<file path="config.mk">
export PLATFORM = sky130hd
export DESIGN_NAME = normshift_pipe
export DESIGN_NICKNAME = d
export VERILOG_FILES = /design/src/rtl/normshift_pipe.sv
export SDC_FILE = /design/constraint.sdc
export NUM_CORES = 1
export LEC_CHECK = 0
export ABC_AREA = 1
export CAP_MARGIN = 40
export CORE_MARGIN = 3
export CORE_UTILIZATION = 60
export CTS_CLUSTER_SIZE = 28
export DETAILED_ROUTE_END_ITERATION = 8
export PLACE_DENSITY = 0.86
export SLEW_MARGIN = 20
export SYNTH_ARGS = -nofsm -noshare
export SYNTH_HDL_FRONTEND = slang
export SYNTH_SLANG_ARGS = --single-unit
</file>
<file path="constraint.sdc">
create_clock -name clk -period 7.1 [get_ports clk]
set_clock_uncertainty 0.1 [all_clocks]
set_input_delay 0.71 -clock clk [delete_from_list [all_inputs] [get_ports clk]]
set_output_delay 0.71 -clock clk [all_outputs]
set_load 0.02 [all_outputs]
</file>
<file path="src/rtl/normshift_pipe.sv">
// normshift_pipe: pipelined bidirectional barrel shifter used for normalisation.
// The log-shift levels (shift by 2^k, k ascending) are split across STAGES
// registered stages; right shifts collect the discarded bits into a sticky flag.
// Every stage carries a sideband tag through unchanged.
//
// Handshake: a transfer happens on a cycle where valid and ready are both high,
// at InValid/InReady on the input side and at OutValid/OutReady on the output
// side. A stage may load whenever it is empty or the stage after it is being
// emptied on the same edge. This readiness ripples combinationally from
// OutReady back to InReady, so a full pipe keeps streaming without bubbles.
module normshift_pipe #(
  parameter int WIDTH  = 128,
  parameter int LOGW   = $clog2(WIDTH),
  parameter int STAGES = 2,
  parameter int TAGW   = 4
) (
  input  logic             clk,
  input  logic             reset,
  input  logic             flush,
  input  logic             InValid,
  output logic             InReady,
  input  logic [LOGW-1:0]  ShiftAmt,
  input  logic             Dir,
  input  logic [WIDTH-1:0] ShiftIn,
  input  logic [TAGW-1:0]  InTag,
  output logic             OutValid,
  input  logic             OutReady,
  output logic [WIDTH-1:0] Shifted,
  output logic             Sticky,
  output logic [TAGW-1:0]  OutTag
);

  // Shift levels per stage; level k is handled by stage k / LEVELS_PER_STAGE,
  // which leaves the remainder of the levels in the last stage.
  localparam int LEVELS_PER_STAGE = (LOGW + STAGES - 1) / STAGES;

  // Stage registers: {valid, data, full shift amount, dir, sticky, tag}.
  // The full amount is carried along; each stage uses only its own levels.
  logic [STAGES-1:0] r_valid;
  logic [WIDTH-1:0]  r_data   [STAGES];
  logic [LOGW-1:0]   r_amt    [STAGES];
  logic              r_dir    [STAGES];
  logic              r_sticky [STAGES];
  logic [TAGW-1:0]   r_tag    [STAGES];

  // Per-stage inputs: stage 0 reads the ports, stage s reads register s-1.
  logic [STAGES-1:0] w_in_valid;
  logic [WIDTH-1:0]  w_in_data   [STAGES];
  logic [LOGW-1:0]   w_in_amt    [STAGES];
  logic              w_in_dir    [STAGES];
  logic              w_in_sticky [STAGES];
  logic [TAGW-1:0]   w_in_tag    [STAGES];

  // Per-stage shifted data and sticky before the stage register.
  logic [WIDTH-1:0]  w_nxt_data   [STAGES];
  logic              w_nxt_sticky [STAGES];

  // Per-stage load enable.
  logic [STAGES-1:0] w_ready;

  // Route the input ports and earlier stage registers to each stage's input.
  always_comb begin
    w_in_valid[0]  = InValid;
    w_in_data[0]   = ShiftIn;
    w_in_amt[0]    = ShiftAmt;
    w_in_dir[0]    = Dir;
    w_in_sticky[0] = 1'b0;
    w_in_tag[0]    = InTag;
    for (int s = 1; s < STAGES; s++) begin
      w_in_valid[s]  = r_valid[s-1];
      w_in_data[s]   = r_data[s-1];
      w_in_amt[s]    = r_amt[s-1];
      w_in_dir[s]    = r_dir[s-1];
      w_in_sticky[s] = r_sticky[s-1];
      w_in_tag[s]    = r_tag[s-1];
    end
  end

  // Readiness ripple from the output back to stage 0: a stage can load when
  // it is empty or everything downstream of it is moving.
  always_comb begin
    logic acc;
    acc     = OutReady;
    w_ready = '0;
    for (int s = STAGES - 1; s >= 0; s--) begin
      acc        = !r_valid[s] | acc;
      w_ready[s] = acc;
    end
  end

  // Shift levels owned by each stage. Right shifts OR the bits that fall off
  // the LSB end into the sticky flag. Every level shifts by less than WIDTH,
  // so an over-range amount simply drains the operand to zero and leaves all
  // of its ones in sticky.
  always_comb begin
    logic [WIDTH-1:0] d_acc;
    logic             st_acc;
    d_acc  = '0;
    st_acc = 1'b0;
    for (int s = 0; s < STAGES; s++) begin
      d_acc  = w_in_data[s];
      st_acc = w_in_sticky[s];
      for (int k = 0; k < LOGW; k++) begin
        if (((k / LEVELS_PER_STAGE) == s) && w_in_amt[s][k]) begin
          if (w_in_dir[s]) begin
            st_acc = st_acc | (|(d_acc << (WIDTH - (1 << k))));
            d_acc  = d_acc >> (1 << k);
          end else begin
            d_acc  = d_acc << (1 << k);
          end
        end
      end
      w_nxt_data[s]   = d_acc;
      w_nxt_sticky[s] = st_acc;
    end
  end

  // Stage registers. The payload loads only with a valid operation, so the
  // outputs hold steady while the result waits under backpressure. Flush
  // drops every valid bit (and the operation presented that cycle); reset
  // takes priority and clears everything.
  always_ff @(posedge clk) begin
    if (reset) begin
      r_valid <= '0;
      for (int s = 0; s < STAGES; s++) begin
        r_data[s]   <= '0;
        r_amt[s]    <= '0;
        r_dir[s]    <= 1'b0;
        r_sticky[s] <= 1'b0;
        r_tag[s]    <= '0;
      end
    end else begin
      for (int s = 0; s < STAGES; s++) begin
        if (w_ready[s] && w_in_valid[s]) begin
          r_data[s]   <= w_nxt_data[s];
          r_amt[s]    <= w_in_amt[s];
          r_dir[s]    <= w_in_dir[s];
          r_sticky[s] <= w_nxt_sticky[s];
          r_tag[s]    <= w_in_tag[s];
        end
        if (flush) begin
          r_valid[s] <= 1'b0;
        end else if (w_ready[s]) begin
          r_valid[s] <= w_in_valid[s];
        end
      end
    end
  end

  assign InReady  = w_ready[0];
  assign OutValid = r_valid[STAGES-1];
  assign Shifted  = r_data[STAGES-1];
  assign Sticky   = r_sticky[STAGES-1];
  assign OutTag   = r_tag[STAGES-1];

endmodule

</file>
# Word level (Yosys, flattened, before mapping)
# Memories as Yosys holds them, arrays and structs flattened.
# Cells that the tools add are included.
# W data, S select, Z words.
# totals
reg_bits,2
ram_bits,282
in_bits,145
word_cells,82
mem_count,5
# op_classes
n_mux,46
bitwise,18
n_reduce_logical,11
# mem_list
name,words,width,rd,rd_clocked_by_memory_dff,wr,line,rtl
r_data,2,128,2,0,2,40,logic [WIDTH-1:0] r_data [STAGES];
r_amt,2,7,1,0,2,41,logic [LOGW-1:0] r_amt [STAGES];
r_tag,2,4,2,0,2,44,logic [TAGW-1:0] r_tag [STAGES];
r_dir,2,1,1,0,2,42,logic r_dir [STAGES];
r_sticky,2,1,2,0,2,43,logic r_sticky [STAGES];
# ops
cell,n
$mux W128,16
$reduce_or A64 Y1,1
$reduce_or A32 Y1,1
$mux W1,26
$or A1 B1 Y1,18
$reduce_or A16 Y1,1
$mux W7,2
$mux W4,2
$reduce_or A8 Y1,1
$reduce_or A2 Y1,2
$reduce_or A4 Y1,1
$logic_and A1 B1 Y1,2
$logic_not A1 Y1,2

# Logic depth before layout (Yosys ltp)
# depth
word_depth,13
mapped_depth,17
mapped_depth_nobuf,14

# Worst setup path before layout
# No wires, ideal clock.
# synth_timing
path_kind,in2reg
start,input OutReady
end,memory r_amt[0][4] (netlist bit) (enable)
arrival_ps,3375
required_time_ps,5826
path_slack_ps,2451
path_stages,4
path_buffers,0
path_cell_list,inv_1 > nand3_1 > nand2_1 > nand2_1
# synth_rtl
element,line,rtl
"start, declared",27,"input logic OutReady,"
"end, declared",41,

==> impl_results.md <==
* Cts bufs inserted at 26
* Critical Path RT at 7390 ps
* Clock Tree Root: clkbuf_16
* # rows at 74
* GPL Wtd Cong at 1.02
* Hold_buf cts at 0
* DR iter-0 viols at 4161
* Average wire per standard cell at 19.9 um
* First-pass GRT wire length at 140 mm
* Port Buf Inserts at 279
* Top routing layer in use: met4
* IO Count at 280
* Routed vias/inst at 6.09
* RSZ-0062 raised after global routing: false
* Max-slew headroom at 42.4%
* Area Overhead vs Synth at 10.8%
* CTS tree: done
* Longest Clk Path Bufs at 3
* Grt ovf at 0
* Met1 WL at 35.6 mm
* Vias in the first global route at 24600
* Max Slew Vio Count at 0
* Tmin final at 3900 ps
* Pre-CTS WS at 2800 ps
* Slowest CP cell: edfxtp_1
* Ranking of synthesized cells by area: edfxtp_1 32%, nand2_1 31%, nand3_1 10%, buf_4 4.4%, o221ai_1 4.2%
* Commonest non-fill, non-tap cells in the layout: 2089 x nand2_1, 514 x nand3_1, 278 x clkdlybuf4s50_1
* Syn nets at 4320
* Clock slew at reported path FFs at 60 ps
* Die area at 45000 um^2
* CP Launch Type: register
* Core area at 41400 um^2
* DRC Markers at 0
* ANT cells at 0
* Status: finished clean
* Met2 WL at 40.6 mm
* Final ANT Viol Nets at 0
* Max Cap Viol at 0
* Post-CTS Setup Inserts at 0
* CP Capture Type: register
* Register-to-register setup slack at 3200 ps
* Most frequent CP cell: nand2_1
* Post-CTS sizing at 0
* CP Cell Sequence: buf_4 > nand2_2 > buf_4 > inv_2 > buf_4 > a21oi_1 > nand2_1 > nor2_1 > nand2_1 > nor2_1 > nand2_1 > nor2_1 > nand2_1 > nand2_1 > a21oi_1
* Yosys reg bits at 272
* Most common cell after layout, fill and taps aside: nand2_1
* Drt pass-1 iters at 6
* Metal3 WL at 10.3 mm
* Die X at 212 um
* FMAX at 256 MHz
* Post-Route WL at 92.6 mm
* Worst-path maximum fanout at 56
* Worst Path Arrival at 4190 ps
* Die height at 212 um
* Peak supply drop at 0.150 mV
* Sequential share of the synthesized area at 32.0%
* Period utilization at 55.0%
* CTS Sinks at 272
* Clock latency on the worst-skew pair at 560 ps
* Netlist Area Pre-Place at 25500 um^2
* Pleak at 12.5 nW
* Worst-margin pin slew at 864 ps
* Initial core utilization at 61.6%
* Total track usage at 39.5%
* PD cells at 185 nW/um^2
* Fin Setup TNS at 0 ps
* Synth Instances at 4175
* Hold path depth at 2
* Fraction of layout instances using a drive strength above 1 at 2.89%
* Synth cell types at 33
* Crit Path Class: register to register
* Slowest stage delay, CP at 770 ps
* Final Hold Viols at 0
* Fin worst setup slack at 3200 ps
* Post-synthesis average cell area at 6.10 um^2
* Setup violators final at 0
* Initial antenna violation count at 0
* Largest net degree at the start of global routing at 99
* H-Tree Depth at 1
* Yosys warns at 0
* Hold Path Class: register to register
* Dpl hpwl at 69.9 mm
* Worst Reg2Reg Path Length in Cells at 15
* Vias at 28400
* Nets at 4251
* Top-area cell type share of the netlist area at 31.8%
* Post-synth top area cell: edfxtp_1
==> area by class of cell <==
type                            instances  area, um^2
Clock buffer                           29         683
Clock inverter                         16         185
Fill cell                            3719       13200
Inverter                              290        1100
Multi-Input combinational cell       3187       14000
Sequential cell                       272        8150
Tap cell                              532         666
Timing Repair Buffer                  329        3460
==> Yosys cell counts, drive strengths merged <==
library cell,instances
a221oi,4
clkinv,3
o22ai,39
nor4,4
dfxtp,2
or2,2
edfxtp,270
buf,301
o211ai,24
inv,287
nand3,514
o21ai,30
nand4,6
a21oi,201
nand2,2095
o311ai,9
nor3,6
nor2,102
o221ai,121
a21o,1
a21boi,1
a31oi,11
clkbuf,125
a22o,17
==> power by group <==
group | total (W) | internal (W) | switching (W)
Combinational | 0.00174 | 0.000552 | 0.00119
Sequential | 0.00203 | 0.00191 | 0.000120
Clock | 0.00144 | 0.000835 | 0.000603
Total | 0.00521 | 0.00330 | 0.00191
==> kinds of logic after synthesis <==
logic type,share of synthesized area (%)
buffers and inverters,13.3
AND/OR/NAND/NOR,43.0
flip-flops,32.0
AO/OA/AOI/OAI,11.7
==> layer usage <==
layer  vias to the layer above  global-route usage (%)
met1                     12700                    53.6
met2                      1950                    61.4
li1                      13400                       -
met3                       350                    5.81
met4                         0                    21.3
met5                         -                       0
==> registers in the layout, indices dropped and copies added, names as in the netlist <==
register	count
r_amt	3
r_sticky	2
r_dir	1
r_data	256
r_tag	8
r_valid	2
==> critical path, delay by kind of cell (launching register included) <==
kind            cells  cell delay, ps
buf+inv             4            1620
simple gates        9             860
compound gates      2             330
flops               1             770
==> per-stage QoR <==
step	instance area [um^2]	total power (W)	hold slack, ps	utilization (%)	instances
floorplan	25500	0.00316	377	-	4175
global placement	27000	0.00369	390	65.2	4594
detailed placement	27100	0.00372	399	65.6	4600
CTS	28000	0.00514	407	67.7	4645
global route	28200	0.00540	458	68.2	4655
finish	28200	0.00521	410	68.2	4655
==> path summary, 6_finish.rpt <==
kind	startpoint	endpoint
hold / removal	r_valid[1]	r_valid[1]
hold reg to reg	r_valid[1]	r_valid[1]
setup reg to reg	r_dir[0]	r_sticky[0][1]
setup / recovery	r_dir[0]	r_sticky[0][1]
No activity file was read; power rests on OpenSTA's default activity.
